File: config.mk
export PLATFORM = sky130hd
export DESIGN_NAME = dual_issue_decode
export DESIGN_NICKNAME = d
export VERILOG_FILES = /design/src/rtl/dual_issue_decode.sv
export SDC_FILE = /design/constraint.sdc
export NUM_CORES = 1
export LEC_CHECK = 0
export ABC_CLOCK_PERIOD_IN_PS = 2400
export BUFFER_PORTS_ARGS = -buffer_cell sky130_fd_sc_hd__clkbuf_2
export CORE_ASPECT_RATIO = 1.5
export CORE_MARGIN = 5
export CORE_UTILIZATION = 40
export DETAILED_ROUTE_END_ITERATION = 10
export PLACE_DENSITY_LB_ADDON = 0.05
export SYNTH_ARGS = -nofsm -noshare
export SYNTH_HDL_FRONTEND = slang
export SYNTH_SLANG_ARGS = --single-unit
File: constraint.sdc
create_clock -name clk -period 2.4 [get_ports clk]
set_input_delay 0.24 -clock clk [delete_from_list [all_inputs] [get_ports clk]]
set_output_delay 0.24 -clock clk [all_outputs]
set_load 0.01 [all_outputs]
File: src/rtl/dual_issue_decode.sv
// dual_issue_decode: decodes the fetched instruction pair and issues 0, 1 or 2 micro-ops.
// Resolves intra-pair and load-use hazards and splits pairs through a one-entry hold register.
`default_nettype none

module dual_issue_decode #(
    parameter bit DUAL_ISSUE      = 1'b1,
    parameter bit LOAD_USE_BUBBLE = 1'b1
) (
    input  logic        clk,
    input  logic        reset,
    input  logic [15:0] instr1,
    input  logic [15:0] instr2,
    input  logic        flush,
    output logic        stall,
    output logic        issingleinstr,
    output logic        s0_valid,
    output logic [3:0]  s0_op,
    output logic [2:0]  s0_rd,
    output logic        s0_we,
    output logic [2:0]  s0_ra,
    output logic [2:0]  s0_rb,
    output logic [15:0] s0_imm,
    output logic        s1_valid,
    output logic [3:0]  s1_op,
    output logic [2:0]  s1_rd,
    output logic        s1_we,
    output logic [2:0]  s1_ra,
    output logic [2:0]  s1_rb,
    output logic [15:0] s1_imm,
    output logic        illegal
);

    localparam logic [3:0] OP_LW  = 4'h6;
    localparam logic [3:0] OP_SW  = 4'h7;
    localparam logic [3:0] OP_BEQ = 4'h8;
    localparam logic [3:0] OP_JMP = 4'h9;

    typedef enum logic [0:0] {NORMAL = 1'b0, SPLIT = 1'b1} state_t;

    typedef struct packed {
        logic        valid;
        logic [3:0]  op;
        logic [2:0]  rd;
        logic        we;
        logic [2:0]  ra;
        logic [2:0]  rb;
        logic [15:0] imm;
    } slot_t;

    // Illegal and NOP words decode to an all-zero (invalid) slot.
    function automatic slot_t decode(input logic [15:0] w);
        slot_t u;
        u = '0;
        case (w[15:12])
            4'h1, 4'h2, 4'h3, 4'h4: begin
                u.valid = 1'b1; u.op = w[15:12]; u.rd = w[11:9]; u.we = 1'b1;
                u.ra = w[8:6]; u.rb = w[5:3];
            end
            4'h5, 4'h6: begin
                u.valid = 1'b1; u.op = w[15:12]; u.rd = w[11:9]; u.we = 1'b1;
                u.ra = w[8:6]; u.imm = {{10{w[5]}}, w[5:0]};
            end
            4'h7: begin
                u.valid = 1'b1; u.op = w[15:12]; u.ra = w[8:6]; u.rb = w[11:9];
                u.imm = {{10{w[5]}}, w[5:0]};
            end
            4'h8: begin
                u.valid = 1'b1; u.op = w[15:12]; u.ra = w[11:9]; u.rb = w[8:6];
                u.imm = {{10{w[5]}}, w[5:0]};
            end
            4'h9: begin
                u.valid = 1'b1; u.op = w[15:12]; u.imm = {{4{w[11]}}, w[11:0]};
            end
            default: u = '0;
        endcase
        return u;
    endfunction

    function automatic logic reads(input slot_t u, input logic [2:0] r);
        return (r != 3'd0) && ((u.ra == r) || (u.rb == r));
    endfunction

    function automatic logic [2:0] ld_rd(input slot_t u);
        return (u.op == OP_LW) ? u.rd : 3'd0;
    endfunction

    state_t      state_q, state_d;
    logic [15:0] hold_q, hold_d;
    logic [2:0]  lwrd_q, lwrd_d;
    slot_t       s0_q, s0_d, s1_q, s1_d;
    logic        ill_q, ill_d;

    slot_t w_a, w_b, w_h;
    logic  w_a_ill, w_b_ill, w_h_ill;
    logic  w_dual_ok;

    assign w_a     = decode(instr1);
    assign w_b     = decode(instr2);
    assign w_h     = decode(hold_q);
    assign w_a_ill = (instr1[15:12] >= 4'hA);
    assign w_b_ill = (instr2[15:12] >= 4'hA);
    assign w_h_ill = (hold_q[15:12] >= 4'hA);

    assign w_dual_ok = DUAL_ISSUE
                     && !(w_a.we && reads(w_b, w_a.rd))
                     && !(w_a.we && w_b.we && (w_a.rd == w_b.rd) && (w_a.rd != 3'd0))
                     && !(((w_a.op == OP_LW) || (w_a.op == OP_SW)) &&
                          ((w_b.op == OP_LW) || (w_b.op == OP_SW)))
                     && !((w_a.op == OP_BEQ) || (w_a.op == OP_JMP));

    assign issingleinstr = (state_q == SPLIT) || !DUAL_ISSUE;

    always_comb begin
        state_d = state_q;
        hold_d  = hold_q;
        lwrd_d  = lwrd_q;
        s0_d    = '0;
        s1_d    = '0;
        ill_d   = 1'b0;
        stall   = 1'b0;
        if (flush) begin
            state_d = NORMAL;
            hold_d  = '0;
            lwrd_d  = '0;
        end else if (state_q == SPLIT) begin
            if (LOAD_USE_BUBBLE && reads(w_h, lwrd_q)) begin
                stall  = 1'b1;
                lwrd_d = '0;
            end else begin
                s0_d    = w_h;
                ill_d   = w_h_ill;
                lwrd_d  = ld_rd(w_h);
                hold_d  = '0;
                state_d = NORMAL;
            end
        end else if (LOAD_USE_BUBBLE && (reads(w_a, lwrd_q) || reads(w_b, lwrd_q))) begin
            stall  = 1'b1;
            lwrd_d = '0;
        end else if (w_dual_ok) begin
            s0_d   = w_a;
            s1_d   = w_b;
            ill_d  = w_a_ill | w_b_ill;
            lwrd_d = ld_rd(w_a) | ld_rd(w_b);
        end else begin
            s0_d   = w_a;
            ill_d  = w_a_ill;
            lwrd_d = ld_rd(w_a);
            if (instr2[15:12] != 4'h0) begin
                hold_d  = instr2;
                stall   = 1'b1;
                state_d = SPLIT;
            end
        end
    end

    always_ff @(posedge clk or posedge reset) begin
        if (reset) begin
            state_q <= NORMAL;
            hold_q  <= '0;
            lwrd_q  <= '0;
            s0_q    <= '0;
            s1_q    <= '0;
            ill_q   <= 1'b0;
        end else begin
            state_q <= state_d;
            hold_q  <= hold_d;
            lwrd_q  <= lwrd_d;
            s0_q    <= s0_d;
            s1_q    <= s1_d;
            ill_q   <= ill_d;
        end
    end

    assign s0_valid = s0_q.valid;
    assign s0_op    = s0_q.op;
    assign s0_rd    = s0_q.rd;
    assign s0_we    = s0_q.we;
    assign s0_ra    = s0_q.ra;
    assign s0_rb    = s0_q.rb;
    assign s0_imm   = s0_q.imm;
    assign s1_valid = s1_q.valid;
    assign s1_op    = s1_q.op;
    assign s1_rd    = s1_q.rd;
    assign s1_we    = s1_q.we;
    assign s1_ra    = s1_q.ra;
    assign s1_rb    = s1_q.rb;
    assign s1_imm   = s1_q.imm;
    assign illegal  = ill_q;

endmodule

`default_nettype wire
==> results.toml, run 1 <==
[outcome]
status = "complete, but fails checks"
violations = "setup timing"

[cts]
cts_sinks = 75
cts.path.max_buffers = 2
numCtsBuffers = 9
h-tree-depth = 3
clkLatencyLatePin_ps = 340
clk_pin_slew_ps = 70
cts-root-buf = "clkbuf_16"
cts_tree = "yes"

[finish]
antenna_cells = 0
drive_above_1_share_pct = 45.2
finalNetCount = 793
finalNonFillerCells = 916
fill_cells = 1108
final_area_mm2 = 0.00714
syn_to_final_growth_pct = 48.4

[synth]
synth_cells = 544
synth_flop_cell = "dfrtp_1"
synthesis.area_per_instance_um2 = 8.85
ys_seq_area_share_pct = 39.0
synthArstFlopShare_pct = 100
synth_cell_types = 75
synth_top_area_cell = "dfrtp_1"
yosysTopAreaCellShare_pct = 39.0
syn-num-nets = 579
synth-edff-count = 0
synth_area_leaders = "dfrtp_1 39%, mux2i_1 4.0%, nand2_1 3.7%"
ys_top_cells_by_count = "75 x dfrtp_1, 48 x nand2_1, 33 x nor2_1, 30 x clkbuf_1, 23 x o21ai_0"
yosysMostFrequentCell = "dfrtp_1"
syn-cell-area_mm2 = 0.00481
ys_ff_latch = 75
ys_warn_count = 0

[pwr]
totalPowerFinal_mw = 4.02
powerDensity_mw_per_mm2 = 563
p_leak_nw = 3.50
vdd_drop_max_v = 0.000346

[worst_setup_path]
worst_setup_path_end_kind = "output pin"
path_max_fanout = 3
crit_required_ps = 2160
critPathSlowestCell = "dfrtp_1"
critPathBufInv = 3
critical_path.cell_chain = "buf_4 -> a2bb2oi_1 -> o311ai_2 -> xnor2_1 -> o31a_1 -> buf_6 -> o21ai_4 -> nor3b_4 -> buf_2"
r2r-start = "lwrd_q[0]"
critPathMaxStageDelay_ps = 400
critPathLaunch = "hold_q[14]"
worstPathArrival_ps = 2530
cp-start-kind = "register"
cp_top_family = "compound AO/OA/AOI/OAI gates"
criticalPathCategory = "reg -> out"

[sta]
rsz0062_at_grt = "yes"
setup_violations = 22
fin_worst_skew_ps = 6.99
setup_ws_ps = -374
finalCritPeriodShare_pct = 116
worst_slew_pin_slew_ps = 576
min_period_ps = 2770
relSlewSlack_pct = 61.5
slew_violations = 0
max_freq_ghz = 0.361
finalHoldViolCount = 0
finalSetupTns_ps = -1570

[hold_path]
hold_class = "in -> reg"
hold_path.startpoint = "instr1[2]"

[detailed_routing]
viasPerCell = 5.65
detail-route-antenna-nets = 0
dr.pass1.iters = 5
routedWlPerCell_um = 20.3
drc = 0
drt_iter0_drc = 216
vias = 5172
wl_mm = 18.6

[die]
start_util_pct = 40.5
dieHeight_um = 144
rows = 49
io_pins = 100
dieArea_mm2 = 0.0144
core_area_mm2 = 0.0119
die_w_um = 99.6

[grt]
overflow = 0
grt_pass1_wl_mm = 28.1
grt_antenna_before_repair = 0
grt_max_degree = 76
grtUsageTotal_pct = 25.7
grt_pass1_vias = 5167

[placement]
hpwl_mm = 14.1
dp_cells = 882
place_area_mm2 = 0.00638
port_buffers = 99
place_congestion = 0.941

[run]
drv_cap = 0
==> layout make-up <==
| type | count | area, um2 | area share [%] |
|---|---|---|---|
| multi-input cells | 394 | 2880 | 40.3 |
| flip-flops and latches | 75 | 1880 | 26.3 |
| repair buffers | 262 | 1840 | 25.8 |
| clock buffers | 9 | 225 | 3.15 |
| well taps | 153 | 191 | 2.68 |
| inverters | 16 | 70.1 | 0.981 |
| clock inverters | 7 | 58.8 | 0.823 |
==> through the flow <==
step                      worst slack (ps)  utilization (%)  hold slack [ps]
after floorplan                       7.33                -              374
after global placement                -382             53.7              338
after detailed placement              -366             53.7              350
after CTS                             -373             59.0              115
after global routing                  -474             60.1              121
final                                 -374             60.1              123
==> repair_timing <==
item                                    4_1_cts  5_1_grt
endpoints found under the setup margin       71       71
gates cloned                                  1        0
hold buffers                                  1        0
resized for setup                            51       25
hold endpoints to repair                     59        0
buffers inserted                             12        6
pin swaps                                    26       10
==> cell families (layout without fill, tap and decap cells) <==
| group | after synthesis | in the layout | share of synthesized area, % |
|---|---|---|---|
| xor+xnor | 14 | 14 | 2.55 |
| flops | 75 | 75 | 39.0 |
| simple gates | 210 | 210 | 24.5 |
| mux | 19 | 19 | 3.95 |
| buf+inv | 75 | 294 | 7.54 |
| compound gates | 151 | 151 | 22.5 |
==> path summary, 6_finish.rpt <==
path | to | slack [ps] | cells past startpoint
min in group asynchronous | s1_we | 490 | 4
hold / removal | s0_imm[2] | 120 | 2
setup / recovery | stall | -370 | 9
max in group asynchronous | lwrd_q[1] | 1530 | 4
hold reg to reg | s0_imm[0] | 510 | 1
setup reg to reg | lwrd_q[2] | -170 | 10
==> metal layers <==
metal / track usage (%) / share of wire (%)
met2: 46.7 / 52
met5: 0 / 0
met4: 15.9 / 6.6
met3: 3.67 / 5.0
met1: 27.8 / 37
==> placed cells by master, fill, tap and decap left out, drive strengths merged, types with 5 or more instances in the layout <==
cell type,n
nand3b,16
and2,7
xnor2,7
and3,19
a31oi,9
a21oi,17
mux2i,19
inv,16
nand2,48
xor2,7
o22ai,15
nand3,12
a221oi,6
a22o,13
nor3b,10
a22oi,10
nand2b,9
a21o,6
dfrtp,75
clkbuf,107
clkinv,5
nor3,15
nor2,33
nor2b,9
o21ai,28
a21boi,9
buf,163
==> registers in the layout, indices dropped and copies added (netlist names), 3 cells and up <==
register and cells:
hold_q 16, lwrd_q 3, s1_rd 3, s1_ra 3, s0_rb 3, s1_op 4
s1_rb 3, s0_ra 3, s0_rd 3, s0_imm 12, s0_op 4, s1_imm 12
==> power breakdown <==
part           switching (mW)  total (mW)  leakage, nW  internal (mW)
logic                   0.675        1.27         2.34          0.590
clock network           0.612        1.33        0.138          0.717
registers              0.0742        1.43         1.02           1.35
No activity file was read; power rests on OpenSTA's default activity.
==> run 2: changes to the inputs <==
Settings changed: CORE_ASPECT_RATIO 1.5 to 0.5, RECOVER_POWER set to 50.
==> run 2 against run 1 <==
Net effect: the flow still finishes with violations (setup timing); power grew 3.3%; die area grew 0.61%; setup slack lost 35 ps; routed wire length shrank 5.5%; via count shrank 1.3%; global-route usage shrank 1.1 points; cell count grew 1.1%; utilization grew 0.67 points; flip-flop and latch count is the same; hold slack lost 6.5 ps; sequential share of layout area shrank 0.079 points; critical path type unchanged; critical endpoint unchanged; highest routed layer unchanged.
==> results.toml, run 2 (synthesized netlist as in run 1, its figures left out) <==
[grt]
grt_pass1_wl_mm = 27.3
grtUsageTotal_pct = 24.5
grt_antenna_before_repair = 0
grt_max_degree = 45
overflow = 0
grt_pass1_vias = 4912

[pwr]
seqPwrFrac_pct = 34.4
vdd_drop_max_v = 0.000361
pwr-share-clk_pct = 34.7
p_sw_mw = 1.37
comb_power_share_pct = 30.9
internal_power_mw = 2.78
p_sw_share_pct = 33.1
powerDensity_mw_per_mm2 = 579
p_leak_nw = 3.49

[detailed_routing]
drt_iter0_drc = 384
routedWlPerCell_um = 19.0
vias = 5106
detail-route-antenna-nets = 0
wl_mm = 17.6
dr.pass1.iters = 5
viasPerCell = 5.51
drc = 0

[finish]
drive_above_1_share_pct = 43.9
fin_util_pct = 60.7
antenna_cells = 0
layout_commonest_cell = "buf_4"
final_area_mm2 = 0.00717
layout_common_cells = "140 x buf_4, 91 x clkbuf_2, 70 x dfrtp_1"
largest_reg_flops = 16
finalNetCount = 791
regMostFlops = "hold_q"
finalNonFillerCells = 926
syn_to_final_growth_pct = 49.0

[hold_path]
hold_class = "in -> reg"
hold_path_end = "s0_imm[1]"
hold_path.startpoint = "instr1[1]"
whs_path_depth = 2

[worst_setup_path]
critPathMaxStageDelay_ps = 410
r2r_cells = 12
path_max_fanout = 5
r2r-end = "lwrd_q[0]"
criticalPathCategory = "reg -> out"
worstPathArrival_ps = 2570
cp_top_family = "compound AO/OA/AOI/OAI gates"
cp-start-kind = "register"
r2r-start = "lwrd_q[1]"
critical_path.cell_chain = "buf_6 -> and4b_2 -> a22oi_2 -> o21ai_4 -> xnor2_1 -> o31a_1 -> buf_6 -> o21ai_4 -> nor3b_4 -> buf_2"
worst_setup_path_end_kind = "output pin"
rrSetupSlack_ps = -220
critPathBufInv = 3
critPathSlowestCell = "dfrtp_1"
crit_required_ps = 2160

[placement]
dp_slack_ps = -406
place_area_mm2 = 0.00634
hpwl_mm = 13.3
port_buffers = 99
dp_cells = 888
place_congestion = 0.904

[cts]
cts_tree = "yes"
clkLatencyLatePin_ps = 350
cts.path.max_buffers = 2
cts_sinks = 75
cts_hold_buffers = 0
numCtsBuffers = 9
clk_pin_slew_ps = 70
h-tree-depth = 3
cts-root-buf = "clkbuf_16"

[sta]
rsz0062_at_grt = "yes"
setup_violations = 45
min_period_ps = 2810
finalHoldViolCount = 0
worst_slew_pin_slew_ps = 1220
fin_worst_skew_ps = 8.74
finalCritPeriodShare_pct = 117
setup_ws_ps = -409
relSlewSlack_pct = 18.4
finalSetupTns_ps = -3590
slew_violations = 0
max_freq_ghz = 0.356

[die]
die_w_um = 165
start_util_pct = 40.8
rows = 28
core_area_mm2 = 0.0118
io_pins = 100
dieHeight_um = 87.6
dieArea_mm2 = 0.0145

[outcome]
violations = "setup timing"
status = "complete, but fails checks"

[run]
drv_cap = 0
run 2: changes by cell type in the layout (fill, tap and decap cells not counted), moves of 3 or more:
cell	previous run	this run
buf_6	9	13
clkbuf_1	0	7
o22ai_1	4	7
buf_4	146	140
clkbuf_2	98	91
run 2: final cells by class:
type                       instances  area, um2
clock inverter                     7       81.3
sequential                        75       1880
tap                              165        206
multi-input combinational        394       2890
clock buffer                       9        225
inverter                          16       65.1
fill                            1059       4640
timing repair buffer             260       1820
run 2: what timing repair did:
| item | CTS | global route |
|---|---|---|
| cloned | 0 | 3 |
| buffers inserted | 7 | 12 |
| gates resized for setup | 21 | 64 |
| endpoints found under the setup margin | 46 | 76 |
| pin swaps | 13 | 19 |
run 2: how the worst max path moves through the flow:
stage | startpoint | depth (start not counted) | endpoint
floorplan | hold_q[13] | 10 | stall
global placement | instr1[14] | 12 | stall
detailed placement | instr1[12] | 9 | s0_imm[0]
CTS | hold_q[14] | 10 | stall
global route | hold_q[14] | 10 | stall
finish | hold_q[14] | 10 | stall
run 2: per-layer routing:
| layer | vias up | GRT usage [%] | part of all wire, % |
|---|---|---|---|
| met5 | - | 0 | 0 |
| met2 | 221 | 35.4 | 42 |
| met3 | 24 | 5.36 | 8.2 |
| li1 | 2413 | - | - |
| met4 | 0 | 5.66 | 1.1 |
| met1 | 2448 | 37.4 | 49 |
run 2: per-stage QoR:
step	hold slack (ps)	total power, mW
3_3_place_gp	367	2.55
4_1_cts	11.0	4.04
6_report	117	4.15
3_5_place_dp	383	2.55
5_1_grt	105	4.34
2_1_floorplan	374	2.06
run 2: power groups by stage:
stage / sequential [mW] / clock, mW / combinational, mW
global route: 1.44 / 1.52 / 1.38
finish: 1.43 / 1.44 / 1.28
CTS: 1.42 / 1.46 / 1.15
global placement: 1.44 / 0 / 1.11
floorplan: 1.45 / 0 / 0.609
detailed placement: 1.44 / 0 / 1.11
==> run 3: changes to the inputs <==
--- a/config.mk
+++ b/config.mk
@@ -10,3 +10,2 @@
 export CORE_ASPECT_RATIO = 0.5
-export CORE_MARGIN = 5
 export CORE_UTILIZATION = 40
==> constraint.sdc (replaced) <==
create_clock -name clk -period 2.4 [get_ports clk]
set_input_delay 0.12 -clock clk [delete_from_list [all_inputs] [get_ports clk]]
set_output_delay 0.12 -clock clk [all_outputs]
set_load 0.01 [all_outputs]
==> run 3 against run 2 <==
Net effect: the run still ends with setup timing left; clock skew down 0.57 ps; sequential share of layout area increased by 1.7 points; clock-buffer cell count increased by 1; flip-flop and latch count unchanged; hold slack got worse by 110 ps; via count is 2.0% lower; critical path type is now reg -> reg; power decreased by 4.0%.
==> results.toml, run 3 (synthesized netlist as in run 1, its figures left out) <==
[sta]
max_freq_ghz = 0.373
finalCritPeriodShare_pct = 112
relSlewSlack_pct = 15.6
min_period_ps = 2680
fin_worst_skew_ps = 8.17
rsz0062_at_grt = "yes"
finalHoldViolCount = 0
setup_ws_ps = -283
slew_violations = 0
worst_slew_pin_slew_ps = 1270
setup_violations = 51

[finish]
layout_common_cells = "125 x buf_4, 69 x dfrtp_1, 54 x clkbuf_1"
layout_commonest_cell = "buf_4"
antenna_cells = 0
finalNetCount = 763
regMostFlops = "hold_q"
finalNonFillerCells = 892
largest_reg_flops = 16
syn_to_final_growth_pct = 39.8
drive_above_1_share_pct = 33.0
fill_cells = 1084

[outcome]
status = "complete, but fails checks"
violations = "setup timing"

[detailed_routing]
detail-route-antenna-nets = 0
routedWlPerCell_um = 19.1
dr.pass1.iters = 5
drc = 0
wl_mm = 17.0
viasPerCell = 5.61
vias = 5002
drt_iter0_drc = 368

[worst_setup_path]
criticalPathCategory = "reg -> reg"
rrSetupSlack_ps = -280
crit_required_ps = 2650
r2r_cells = 10
r2r-end = "lwrd_q[1]"
r2r-start = "lwrd_q[2]"
worstPathArrival_ps = 2930
worst_setup_path_end_kind = "register"
cp-start-kind = "register"
path_max_fanout = 8

[die]
start_util_pct = 42.4
dieArea_mm2 = 0.0125
core_area_mm2 = 0.0114
io_pins = 100
die_w_um = 157
rows = 27
dieHeight_um = 79.6

[cts]
clk_pin_slew_ps = 70
cts-root-buf = "clkbuf_16"
numCtsBuffers = 9
cts_tree = "yes"
cts.path.max_buffers = 2
clkLatencyLatePin_ps = 340
h-tree-depth = 3
cts_sinks = 75

[placement]
dp_cells = 864
port_buffers = 99
hpwl_mm = 12.8
place_congestion = 0.967

[pwr]
vdd_drop_max_v = 0.000338
p_leak_nw = 3.14
powerDensity_mw_per_mm2 = 592
totalPowerFinal_mw = 3.99

[grt]
overflow = 0
grt_antenna_before_repair = 0
grt_pass1_vias = 4627
grtUsageTotal_pct = 27.7
grt_pass1_wl_mm = 25.8
grt_max_degree = 44

[hold_path]
whs_path_depth = 3
hold_path_end = "hold_q[1]"
hold_path.startpoint = "instr2[1]"
hold_class = "in -> reg"

[run]
drv_cap = 0
-- run 3: per-stage QoR --
| step | worst slack (ps) | area [um2] | hold WS, ps | setup TNS, ps | utilization, % |
|---|---|---|---|---|---|
| floorplan | 2.32 | 4830 | 254 | 0 | - |
| global placement | -263 | 6170 | 246 | -11870 | 54.4 |
| detailed placement | -267 | 6170 | 255 | -9710 | 54.4 |
| CTS | -261 | 6660 | 2.54 | -480 | 58.7 |
| global route | -376 | 6730 | 6.76 | -7970 | 59.3 |
| finish | -283 | 6730 | 7.87 | -2980 | 59.3 |
-- run 3: layout make-up --
type,instances,area [um2],share of cell area [%]
multi-input cells,394,2800,41.5
flip-flops and latches,75,1880,28.0
repair buffers,232,1490,22.1
clock buffers,10,229,3.40
well taps,159,199,2.96
clock inverters,6,71.3,1.06
inverters,16,60.1,0.893
-- run 3: worst max-delay path, stage by stage (launching register included) --
cell and delay, ps:
dfrtp_2 450, buf_4 150, a21oi_1 40, a211oi_1 460
a2111oi_4 110, buf_4 160, a31oi_2 240, nand3_2 200
buf_4 200, or4_1 480, o211ai_1 100
-- run 3: repair_timing --
action | CTS | global route
hold endpoints to repair | 34 | 0
hold buffers | 3 | 0
pin swaps | 6 | 12
setup buffers | 7 | 2
resized for setup | 31 | 24
setup endpoints to repair | 74 | 64
-- run 3: how the worst max path moves through the flow --
stage,start,endpoint,depth (start not counted)
final,lwrd_q[2],lwrd_q[1],10
after CTS,hold_q[15],stall,10
after global routing,lwrd_q[2],lwrd_q[1],9
after detailed placement,instr1[14],s1_imm[0],11
after floorplan,hold_q[13],lwrd_q[1],11
after global placement,instr1[14],s1_imm[7],11
-- run 3: metal layers --
| layer | part of all wire (%) | wire, um | GRT usage (%) | vias to the layer above |
|---|---|---|---|---|
| met1 | 49 | 8380 | 41.6 | 2381 |
| li1 | - | - | - | 2363 |
| met2 | 41 | 6990 | 39.4 | 239 |
| met5 | 0 | 0 | 0 | - |
| met4 | 0.86 | 146 | 5.73 | 0 |
| met3 | 9.0 | 1530 | 6.89 | 19 |
-- run 3: report_power, final --
part | total [mW] | switching [mW] | internal (mW)
logic | 1.17 | 0.652 | 0.517
clock network | 1.39 | 0.576 | 0.815
registers | 1.42 | 0.0715 | 1.35
total | 3.99 | 1.30 | 2.69
